`config.mk`:
```
export PLATFORM = sky130hd
export DESIGN_NAME = dmem_arbiter
export DESIGN_NICKNAME = d
export VERILOG_FILES = /design/src/rtl/dmem_arbiter_pkg.sv /design/src/rtl/dmem_arbiter_rr_arb2.sv /design/src/rtl/dmem_arbiter.sv
export SDC_FILE = /design/constraint.sdc
export NUM_CORES = 1
export LEC_CHECK = 0
export ABC_AREA = 1
export CORE_AREA = 2 2 116 118
export CTS_CLUSTER_DIAMETER = 120
export DETAILED_ROUTE_END_ITERATION = 6
export DIE_AREA = 0 0 118 120
export GPL_TIMING_DRIVEN = 0
export PLACE_DENSITY = 0.77
export SLEW_MARGIN = 10
export SYNTH_ARGS = -nofsm -noshare
export SYNTH_HDL_FRONTEND = slang
export SYNTH_SLANG_ARGS = --single-unit
```
`constraint.sdc`:
```
create_clock -name clk -period 1.9 [get_ports clk]
set_input_delay 0.38 -clock clk [delete_from_list [all_inputs] [get_ports clk]]
set_output_delay 0.38 -clock clk [all_outputs]
set_load 0.02 [all_outputs]
```
`src/rtl/dmem_arbiter_pkg.sv`:
```
// Shared definitions for the data-memory arbiter: FSM states, port-select
// encoding and the default RAM depth.
package dmem_arbiter_pkg;

  // Number of data RAM words unless overridden at instantiation.
  localparam int unsigned DefaultDepth = 100;

  typedef enum logic [0:0] {
    StArb   = 1'b0,
    StClear = 1'b1
  } arb_state_e;

  // Bit position of each requester in the two-bit request/grant vectors.
  typedef enum logic [0:0] {
    SelCpu = 1'b0,
    SelDma = 1'b1
  } port_sel_e;

endpackage

```
`src/rtl/dmem_arbiter_rr_arb2.sv`:
```
// Two-way round-robin arbiter. Bit 0 is the CPU, bit 1 the DMA/loader port.
// A lone requester wins at once; on contention the port that did not win
// last time is granted.
module rr_arb2
  import dmem_arbiter_pkg::*;
(
  input  logic [1:0] req,
  input  port_sel_e  last,
  output logic [1:0] gnt
);

  // Combinational grant from the request vector and the last winner.
  always_comb begin
    gnt = 2'b00;
    unique case (req)
      2'b01:   gnt = 2'b01;
      2'b10:   gnt = 2'b10;
      2'b11:   gnt = (last == SelDma) ? 2'b01 : 2'b10;
      default: gnt = 2'b00;
    endcase
  end

endmodule

```
`src/rtl/dmem_arbiter.sv`:
```
// Data-memory arbiter: shares one combinational-read RAM port between the CPU
// and a loader/debug (DMA) port with round-robin arbitration, range checking
// and registered read responses.
// Optional feature: define DMEM_ARB_CLEAR_EN to build the CLEAR state, which
// zeroes the whole RAM one word per cycle on clr_start. Without it clr_start
// is ignored and clr_busy is tied low.
module dmem_arbiter
  import dmem_arbiter_pkg::*;
#(
  parameter int unsigned DEPTH = DefaultDepth,
  parameter int unsigned AW    = 32,
  parameter int unsigned DW    = 32
) (
  input  logic          clk,
  input  logic          reset,
  // CPU port
  input  logic          cpu_req,
  input  logic          cpu_we,
  input  logic [AW-1:0] cpu_addr,
  input  logic [DW-1:0] cpu_wdata,
  output logic          cpu_gnt,
  output logic          cpu_rvalid,
  output logic [DW-1:0] cpu_rdata,
  // Loader/debug port
  input  logic          dma_req,
  input  logic          dma_we,
  input  logic [AW-1:0] dma_addr,
  input  logic [DW-1:0] dma_wdata,
  output logic          dma_gnt,
  output logic          dma_rvalid,
  output logic [DW-1:0] dma_rdata,
  // Memory clear control
  input  logic          clr_start,
  output logic          clr_busy,
  // Out-of-range access indication
  output logic          addr_err,
  // RAM port
  output logic [AW-1:0] mem_A,
  output logic [DW-1:0] mem_WD,
  output logic          mem_WE,
  input  logic [DW-1:0] mem_RD
);

  localparam logic [AW-1:0] DepthAw = AW'(DEPTH);

  arb_state_e    state_q, state_d;
  port_sel_e     last_q;
  logic          arb_en;
  logic [1:0]    req_vec, gnt_vec;
  logic          any_gnt, sel_dma, sel_we, in_range;
  logic [AW-1:0] sel_addr;
  logic [DW-1:0] sel_wdata;
  logic          cpu_rvalid_q, dma_rvalid_q, addr_err_q;
  logic [DW-1:0] cpu_rdata_q, dma_rdata_q;

`ifdef DMEM_ARB_CLEAR_EN
  localparam logic [AW-1:0] LastAddr = AW'(DEPTH - 1);
  logic [AW-1:0] clr_cnt_q, clr_cnt_d;
`else
  logic unused_clr_start;
  assign unused_clr_start = clr_start;
`endif

  // Next-state logic; a clear request in ARB pre-empts arbitration that cycle.
  always_comb begin
    state_d  = state_q;
    arb_en   = reset && (state_q == StArb);
    clr_busy = 1'b0;
`ifdef DMEM_ARB_CLEAR_EN
    clr_cnt_d = clr_cnt_q;
    unique case (state_q)
      StArb: begin
        if (clr_start) begin
          state_d   = StClear;
          clr_cnt_d = '0;
          arb_en    = 1'b0;
        end
      end
      StClear: begin
        // clr_start is ignored here so the sweep is never restarted.
        clr_busy = reset;
        if (clr_cnt_q == LastAddr) begin
          state_d   = StArb;
          clr_cnt_d = '0;
        end else begin
          clr_cnt_d = clr_cnt_q + AW'(1);
        end
      end
      default: state_d = StArb;
    endcase
`else
    state_d = StArb;
`endif
  end

  // FSM state register and clear counter; reset aborts any clear in progress.
  always_ff @(posedge clk) begin
    if (!reset) begin
      state_q   <= StArb;
`ifdef DMEM_ARB_CLEAR_EN
      clr_cnt_q <= '0;
`endif
    end else begin
      state_q   <= state_d;
`ifdef DMEM_ARB_CLEAR_EN
      clr_cnt_q <= clr_cnt_d;
`endif
    end
  end

  assign req_vec = {dma_req, cpu_req} & {2{arb_en}};

  rr_arb2 u_rr_arb2 (
    .req  (req_vec),
    .last (last_q),
    .gnt  (gnt_vec)
  );

  assign cpu_gnt = gnt_vec[0];
  assign dma_gnt = gnt_vec[1];
  assign any_gnt = |gnt_vec;

  // Steer the granted port onto the RAM; CLEAR overrides with a zeroing write.
  always_comb begin
    sel_dma   = gnt_vec[1];
    sel_addr  = sel_dma ? dma_addr : cpu_addr;
    sel_wdata = sel_dma ? dma_wdata : cpu_wdata;
    sel_we    = sel_dma ? dma_we : cpu_we;
    in_range  = (sel_addr < DepthAw);
    mem_A     = '0;
    mem_WD    = '0;
    mem_WE    = 1'b0;
    if (any_gnt) begin
      mem_A  = sel_addr;
      mem_WD = sel_wdata;
      mem_WE = sel_we && in_range;
    end
`ifdef DMEM_ARB_CLEAR_EN
    if (clr_busy) begin
      mem_A  = clr_cnt_q;
      mem_WD = '0;
      mem_WE = 1'b1;
    end
`endif
  end

  // Read responses, range error pulse and round-robin history.
  always_ff @(posedge clk) begin
    if (!reset) begin
      last_q       <= SelDma;
      cpu_rvalid_q <= 1'b0;
      dma_rvalid_q <= 1'b0;
      cpu_rdata_q  <= '0;
      dma_rdata_q  <= '0;
      addr_err_q   <= 1'b0;
    end else begin
      cpu_rvalid_q <= cpu_gnt && !cpu_we;
      dma_rvalid_q <= dma_gnt && !dma_we;
      addr_err_q   <= any_gnt && !in_range;
      if (any_gnt) begin
        last_q <= sel_dma ? SelDma : SelCpu;
      end
      // Out-of-range reads still respond, but with zero data.
      if (cpu_gnt && !cpu_we) begin
        cpu_rdata_q <= in_range ? mem_RD : '0;
      end
      if (dma_gnt && !dma_we) begin
        dma_rdata_q <= in_range ? mem_RD : '0;
      end
    end
  end

  assign cpu_rvalid = cpu_rvalid_q;
  assign cpu_rdata  = cpu_rdata_q;
  assign dma_rvalid = dma_rvalid_q;
  assign dma_rdata  = dma_rdata_q;
  assign addr_err   = addr_err_q;

endmodule

```
=== After elaboration in Yosys (flattened, before gate mapping) ===
Cells that the tools add are included.

* RAM bits: 0
* Word-level logic and storage cells: 29
* Memories kept: 0
* Bits in read-only memories: 0
* Output and inout port bits: 135
* Latch bits: 0
* Bits of input ports: 167
* Flip-flop bits (word level): 68

* Add/subtract/negate cells: 0
* Mux-type cells: 10
* Multiply operators: 0
* Magnitude comparators: 1
* Shift operators: 0
* Bitwise gates (word level): 1
* Div/mod/pow operators: 0
* Reductions and logical operators: 8
* Equality and inequality tests: 3

{| class="wikitable"
|+ Operators by type and width
! kind !! count
|-
| $mux W32 || 5
|-
| $lt A32 B7 Y1 const B || 1
|-
| $pmux W2 S3 || 1
|-
| $eq A2 B2 Y1 const B || 2
|-
| $logic_and A1 B1 Y1 || 4
|-
| $logic_not A1 Y1 || 3
|-
| $mux W1 || 3
|-
| $and A2 B2 Y2 || 1
|-
| $eq A2 B1 Y1 const B || 1
|-
| $mux W2 || 1
|-
| $reduce_or A2 Y1 || 1
|}

=== Longest topological paths before layout ===
Gate-level depths: netlist (run 1).

* Word-level depth: 7
* Gate-level depth with buffers: 13
* Depth with buffers taken out: 11

=== Hierarchy ===
A second synthesis (run 1) with hierarchy kept.

* Cell total of the unflattened synthesis: 598
* Area total of the unflattened synthesis: 3945.0 um^2

{| class="wikitable"
|+ By module, submodules not included
! module !! seq. area each (um^2) !! area an instance (um^2) !! instances !! cells an instance
|-
| dmem_arbiter || 1361.3 || 3923.8 || 1 || 593
|-
| rr_arb2 || 0.0 || 21.3 || 1 || 5
|}

=== Least setup slack after synthesis (run 1) ===
OpenSTA, ideal clock, no wires.

* Path kind: input to output
* From: in cpu_req
* To: out mem_WE
* Path buffers: 2
* Setup slack: -0.296 ns
* Stages: 13
* Data arrival time: 1.816 ns
* Required time: 1.520 ns
* Cell sequence: nand2_4 inv_1 nor2_1 buf_4 nand2_1 nand2_1 nand2_1 nor2_1 nand2_1 nor2_4 buf_6 nand3_1 nor3_2

* Longest elaborated chain between the ends: 7
* Elaborated cells between the ends (all ways): 11
* Classes of those cells: 1 x order compare; 3 x eq/ne; 4 x mux; 1 x bitwise; 2 x reduce/logical

{| class="wikitable"
|+ Ends and longest elaborated chain
! what !! line !! text
|-
| start: declaration || dmem_arbiter.sv:17 || <nowiki>input logic cpu_req,</nowiki>
|-
| $and A2 B2 Y2 * || dmem_arbiter.sv:111 || <nowiki>assign req_vec = {dma_req, cpu_req} & {2{arb_en}};</nowiki>
|-
| $eq A2 B2 Y1 or $eq A2 B1 Y1 (tied branches) || dmem_arbiter_rr_arb2.sv:15 || <nowiki>unique case (req)</nowiki>
|-
| $pmux W2 S3 * || dmem_arbiter_rr_arb2.sv:15 ||
|-
| $mux W32 || dmem_arbiter.sv:126 || <nowiki>sel_addr = sel_dma ? dma_addr : cpu_addr;</nowiki>
|-
| $lt A32 B7 Y1 || dmem_arbiter.sv:129 || <nowiki>in_range = (sel_addr < DepthAw);</nowiki>
|-
| $logic_and A1 B1 Y1 || dmem_arbiter.sv:136 || <nowiki>mem_WE = sel_we && in_range;</nowiki>
|-
| $mux W1 * || dmem_arbiter.sv:133 || <nowiki>if (any_gnt) begin</nowiki>
|-
| end: declaration || dmem_arbiter.sv:40 || <nowiki>output logic mem_WE,</nowiki>
|}

Every way passes the cells marked *; elsewhere a longest branch is shown, timed or not.

=== Worst setup path in the final report (run 1) ===
Ends and elaborated chain as after synthesis.

==> reports/qor.csv, run 1 <==
metric,value,unit
ys_types,27,
synth_top_family_by_area,simple AND/OR/NAND/NOR gates,
cp_top_family,simple AND/OR/NAND/NOR gates,
die_area,14200,µm²
muxShareOfSynthArea,0,%
hold_slack,0.541,ns
synth_adder_area_share,0,%
synthToLayoutAreaGrowth,124,%
swShare,31.0,%
htreeDepth,3,
intPower,3.53,mW
fin_crit,2.56,ns
clock_path_buffers,2,
critPathBufInv,5,
pwr-share-comb,33.6,%
vias,5512,
netSwitchingPower,1.58,mW
remaining_drc_errors,0,
synth_compound_gate_area_share,24.8,%
pwr-share-clk,36.5,%
synth_edf_count,0,
synthSimpleGateAreaFrac,29.6,%
slew_violations,0,
crit_path_max_fanout,8,
peakVddDrop,0.487,mV
die_x,118,µm
seqPwrFrac,29.9,%
floorplan.initialDensity,30.1,%
gp_congestion,0.938,
clk_latency,0.33,ns
start_kind,input port,
worst_slack,-0.660,ns
fin_crit_sh,135,%
leakagePower,3.57,nW
cts_buffers,9,
dominantRegCellSynth,dfxtp_1,
grt_max_degree,13,
synth-xor-area-share,0,%
drive_gt1_share,37.5,%
numClockSinks,68,
synth_seq_cells,68,
hpwl,13900,µm
synth_top_area_share,34.8,%
grt_pass1_wl,30800,µm
layout.nets,1073,
fin_util,67.5,%
cts.reportedPaths.clkPinSlew,0.06,ns
rows,42,
drtIter0Drc,257,
cpMostUsedCell,buf_6,
hold_violations,0,
tns,-19.57,ns
via_per_inst,5.07,
max_slew_margin,56.5,%
rsz0062_at_grt,true,
async_reset_ff_share,0,%
violations,negative setup slack,
worst_slew_pin_slew,0.652,ns
synthTopCellsByArea,"dfxtp_1 35%, o21ai_0 13%, a21oi_1 9.6%, nor2_1 9.5%, nand4_2 9.0%",
worstPathRequired,1.52,ns
wl,20400,µm
antenna_left,0,
crit_type,input port to primary output,
finalPower,5.11,mW
final_area,8760,µm²
track_usage,27.5,%
crit_path_end_kind,primary output,
syn_inst,560,
ys_top_cells_by_count,"104 x o21ai_0, 99 x nor2_1, 75 x a21oi_1",
critPathSlowestCell,dlygate4sd2_1,
yosysSeqAreaShare,34.8,%
placed_area,7200,µm²
hp-class,flip-flop to flip-flop,
grt_overflow,0,
outcome,"finished, violations left",
syn-cell-area,3910,µm²
cts_tree,yes,
yosysTopAreaCell,dfxtp_1,
cpPeakStageDelay,0.26,ns
antenna_found_initial,1,
max_cap_violations,0,
num-fill-cells,1042,
pin_count,302,
die_h,120,µm
path_cells,"dlygate4sd2_1, nand2_4, buf_6, buf_6, nand3b_1, nand2_2, nand2_1, nor2_1, nand2_2, nor2_4, buf_6, nand3_4, nor3_4, buf_6",
core_area,13000,µm²
grt_pass1_vias,5474,
fmax,391,MHz
syn_nets,727,
yosys_warnings,0,
routedWlPerCell,18.8,µm
power_density,584,nW/µm²
firstDrtPassIters,5,
io_buffer_count,299,
setup_viol,109,
root_buffer,clkbuf_16,
skew,0.00492,ns
avgSynthCellArea,6.98,µm²
cp.arrival,2.18,ns
synth_most_common_cell,o21ai_0,
-- worst register-to-register path, cell delays in order, from the launching register on --
cell and delay, ns:
dfxtp_2 0.35, nand2_4 0.08, inv_2 0.08, nor2_4 0.04, buf_6 0.14, buf_8 0.14
nand2_4 0.06, nand2_2 0.05, nor2_2 0.12, nand2_2 0.08, nor2_4 0.17, buf_4 0.15
buf_8 0.12, bufbuf_16 0.27, nand4_4 0.10, a21oi_2 0.15
-- power groups by stage --
stage                     combinational, mW  clock, mW  sequential [mW]
after CTS                              1.59       1.85             1.53
after global placement                 1.43          0             1.56
final                                  1.72       1.87             1.53
after detailed placement               1.45          0             1.56
after floorplan                       0.548          0             1.63
after global routing                   1.81       1.93             1.53
-- per-layer routing --
| metal | GRT usage (%) | up-vias | share of wire (%) | wire length [µm] |
|---|---|---|---|---|
| met3 | 5.18 | 36 | 7.0 | 1420 |
| met2 | 49.1 | 251 | 51 | 10400 |
| li1 | - | 2594 | - | - |
| met1 | 33.3 | 2631 | 40 | 8190 |
| met5 | 0 | - | 0 | 0 |
| met4 | 8.51 | 0 | 2.3 | 472 |
-- cells in the final DEF (no fill, tap or decap), types with 3 or more instances in the layout --
cell type,count
a21oi_1,42
a21oi_2,35
buf_12,13
buf_2,18
buf_4,39
buf_6,45
buf_8,4
clkbuf_1,14
clkbuf_16,11
clkbuf_2,5
clkbuf_8,8
clkdlybuf4s50_1,229
dfxtp_1,67
inv_1,29
inv_2,3
nand2_1,45
nand2_2,18
nand2_4,8
nand3_1,7
nand3_2,3
nand4_1,4
nand4_2,12
nand4_4,16
nor2_1,26
nor2_2,54
nor2_4,21
o21ai_0,73
o21ai_1,26
o21ai_2,10
-- per-stage QoR --
step	worst slack, ns	cells
2_1_floorplan	-0.258	560
3_3_place_gp	-1.77	1035
3_5_place_dp	-1.79	1035
4_1_cts	-0.641	1085
5_1_grt	-0.763	1088
6_report	-0.660	1088
-- state kept, by name (all words and copies together), names as in the netlist --
signal      count
addr_err        1
cpu_rdata      32
cpu_rvalid      1
dma_rdata      32
dma_rvalid      1
last_q          1
-- what timing repair did --
item / 4_1_cts / 5_1_grt
pin swaps: 52 / 29
buffers inserted: 30 / 4
gates resized for setup: 526 / 103
hold buffers: 0 / 0
endpoints found under the setup margin: 134 / 123
cloned: 4 / 2
-- worst paths after layout --
path	startpoint	end	slack (ns)	cells past startpoint
worst max-delay path	cpu_req	mem_WE	-0.66	14
worst min-delay path	dma_rdata[5]$_SDFFE_PN0P_	dma_rdata[5]$_SDFFE_PN0P_	0.54	2
worst max register to register	last_q$_SDFFE_PN1P_	cpu_rdata[6]$_SDFFE_PN0P_	-0.27	15
worst min register to register	dma_rdata[5]$_SDFFE_PN0P_	dma_rdata[5]$_SDFFE_PN0P_	0.54	2
-- logic make-up after synthesis --
group,count (synthesis)
DFF,68
AOI/OAI and AO/OA,189
and+or+nand+nor,219
buffers and inverters,83
other,1
-- final cells by class --
| cell class | instances | area (µm²) | share of cell area (%) |
|---|---|---|---|
| clock inverters | 6 | 86.3 | 0.986 |
| well taps | 176 | 220 | 2.51 |
| repair buffers | 336 | 3420 | 39.1 |
| flip-flops and latches | 68 | 1360 | 15.6 |
| multi-input cells | 409 | 2830 | 32.3 |
| plain buffers | 49 | 469 | 5.36 |
| inverters | 33 | 126 | 1.44 |
| clock buffers | 10 | 239 | 2.73 |
| diodes | 1 | 2.50 | 0.0286 |
(Power assumes the default switching activity.)
==> run 2: changes to the inputs <==
Settings changed: CORE_AREA 2 2 116 118 to 2 2 117 119, CTS_CLUSTER_SIZE set to 25, DIE_AREA 0 0 118 120 to 0 0 119 121, PLACE_DENSITY 0.77 to 0.73.
Clock period 1.9 ns to 2.87 ns, I/O delays scaled along.
==> run 2 against run 1 <==
  * The run now ends clean
  * Clock skew rose by 0.0015 ns
  * Register-to-register slack gained 0.90 ns
  * Total power down 39%
  * Die area grew 1.7%
  * First-iteration DRC count grew 8.9%
  * Sequential power shrank 34%
  * Via count decreased by 8.0%
  * Non-clock buffer count shrank 21
  * Worst setup slack better by 0.74 ns
==> reports/qor.csv, run 2 (synthesis gave the netlist of run 1 again) <==
metric,value,unit
hpwl,14800,µm
fin_util,58.3,%
gp_congestion,0.935,
via_per_inst,4.76,
crit_type,input port to primary output,
n_antenna_cell,0,
leakagePower,3.27,nW
outcome,finished clean,
remaining_drc_errors,0,
finalPower,3.12,mW
fin_crit_sh,97.2,%
grt_overflow,0,
vias,5071,
die_x,119,µm
cts_buffers,9,
slew_violations,0,
regArea,1360,µm²
antenna_left,0,
fin_crit,2.79,ns
grt_pass1_vias,4872,
skew,0.00637,ns
hold_violations,0,
hp-class,flip-flop to flip-flop,
hold_buffers,0,
root_buffer,clkbuf_16,
rows,42,
grt_max_degree,20,
path_cells,"buf_6, nand2_4, inv_6, nand2_8, bufbuf_16, o21ai_4, nand2_1, nor2_1, nand2_1, nor2_4, buf_6, nand3_1, nor3_2, buf_4",
antenna_found_initial,1,
core_area,13100,µm²
cts.reportedPaths.clkPinSlew,0.06,ns
synthToLayoutAreaGrowth,95.0,%
grt_pass1_wl,28400,µm
max_slew_margin,65.4,%
routedWlPerCell,18.1,µm
htreeDepth,3,
numClockSinks,68,
critPathSlowestCell,bufbuf_16,
setup_viol,0,
cts_tree,yes,
pin_count,302,
worstPathRequired,2.30,ns
cpPeakStageDelay,0.27,ns
peakVddDrop,0.429,mV
clock_path_buffers,2,
power_density,410,nW/µm²
io_buffer_count,299,
drive_gt1_share,13.5,%
worst_slew_pin_slew,0.520,ns
rrSetupSlack,0.63,ns
die_h,121,µm
crit_path_end_kind,primary output,
final_common_cell,clkdlybuf4s50_1,
floorplan.initialDensity,29.9,%
crit_path_max_fanout,5,
drtIter0Drc,280,
firstDrtPassIters,5,
start_kind,input port,
die_area,14400,µm²
num-fill-cells,1248,
track_usage,25.8,%
wl,19300,µm
multiInputGateArea,2180,µm²
fmax,359,MHz
layout.nets,1052,
most-common-layout-cells,"250 x clkdlybuf4s50_1, 101 x o21ai_0, 96 x nor2_1",
rsz0062_at_grt,true,
cp.arrival,2.21,ns
clk_latency,0.33,ns
max_cap_violations,0,
run 2: cell count changes in the layout (fill, tap and decap cells not counted), moves of 20 or more:
cell             delta
clkdlybuf4s50_1    +21
a21oi_2            -33
a21oi_1            +33
nor2_1             +70
dlygate4sd2_1      +37
buf_6              -34
o21ai_1            -20
o21ai_0            +28
nor2_2             -51
run 2: power by group:
group	internal, mW	switching [mW]
combinational	0.472	0.489
sequential	0.989	0.0236
clock	0.704	0.447
run 2: worst paths after layout:
path                       startpoint                          to  depth (start not counted)
hold reg to reg   last_q$_SDFFE_PN1P_         last_q$_SDFFE_PN1P_                          2
setup / recovery                reset                      mem_WE                         14
setup reg to reg  last_q$_SDFFE_PN1P_  dma_rdata[17]$_SDFFE_PN0P_                         11
hold / removal    last_q$_SDFFE_PN1P_         last_q$_SDFFE_PN1P_                          2
run 2: timing repair:
action / CTS / global route
resized for setup: 87 / 12
cloned: 1 / 0
buffers inserted: 16 / 0
setup endpoints to repair: 66 / 16
pin swaps: 11 / 4
run 2: critical path, delay by kind of cell:
family / cells / cell delay (ns)
compound gates: 1 / 0.16
buf+inv: 5 / 0.73
simple gates: 8 / 0.74
run 2: per-stage QoR:
stage / hold WS [ns] / setup slack (ns) / instances / TNS (ns) / area (µm²)
3_3_place_gp: 0.519 / -1.10 / 1035 / -47.53 / 7120
4_1_cts: 0.545 / 0.00317 / 1066 / 0 / 7600
6_report: 0.543 / 0.0814 / 1066 / 0 / 7630
5_1_grt: 0.562 / -0.0426 / 1066 / -0.0426 / 7630
2_1_floorplan: 0.523 / 0.286 / 560 / 0 / 3910
3_5_place_dp: 0.527 / -1.13 / 1035 / -48.84 / 7120
run 2: cell type report:
cell class / instances / share of cell area [%]
clock inverter: 6 / 0.918
tap: 176 / 2.89
buffer: 48 / 4.10
clock buffer: 10 / 3.13
inverter: 33 / 1.69
multi-input combinational: 409 / 28.5
timing repair buffer: 316 / 40.9
sequential: 68 / 17.9
run 2: per-layer routing:
metal  wire (µm)  vias to the layer above  share of wire (%)  GRT usage (%)
met3        1580                       28                8.2           7.80
met2        9240                      218                 48           43.9
met4         601                        2                3.1           9.15
met1        7860                     2281                 41           30.8
met5           7                        -              0.036              0
li1            -                     2542                  -              -
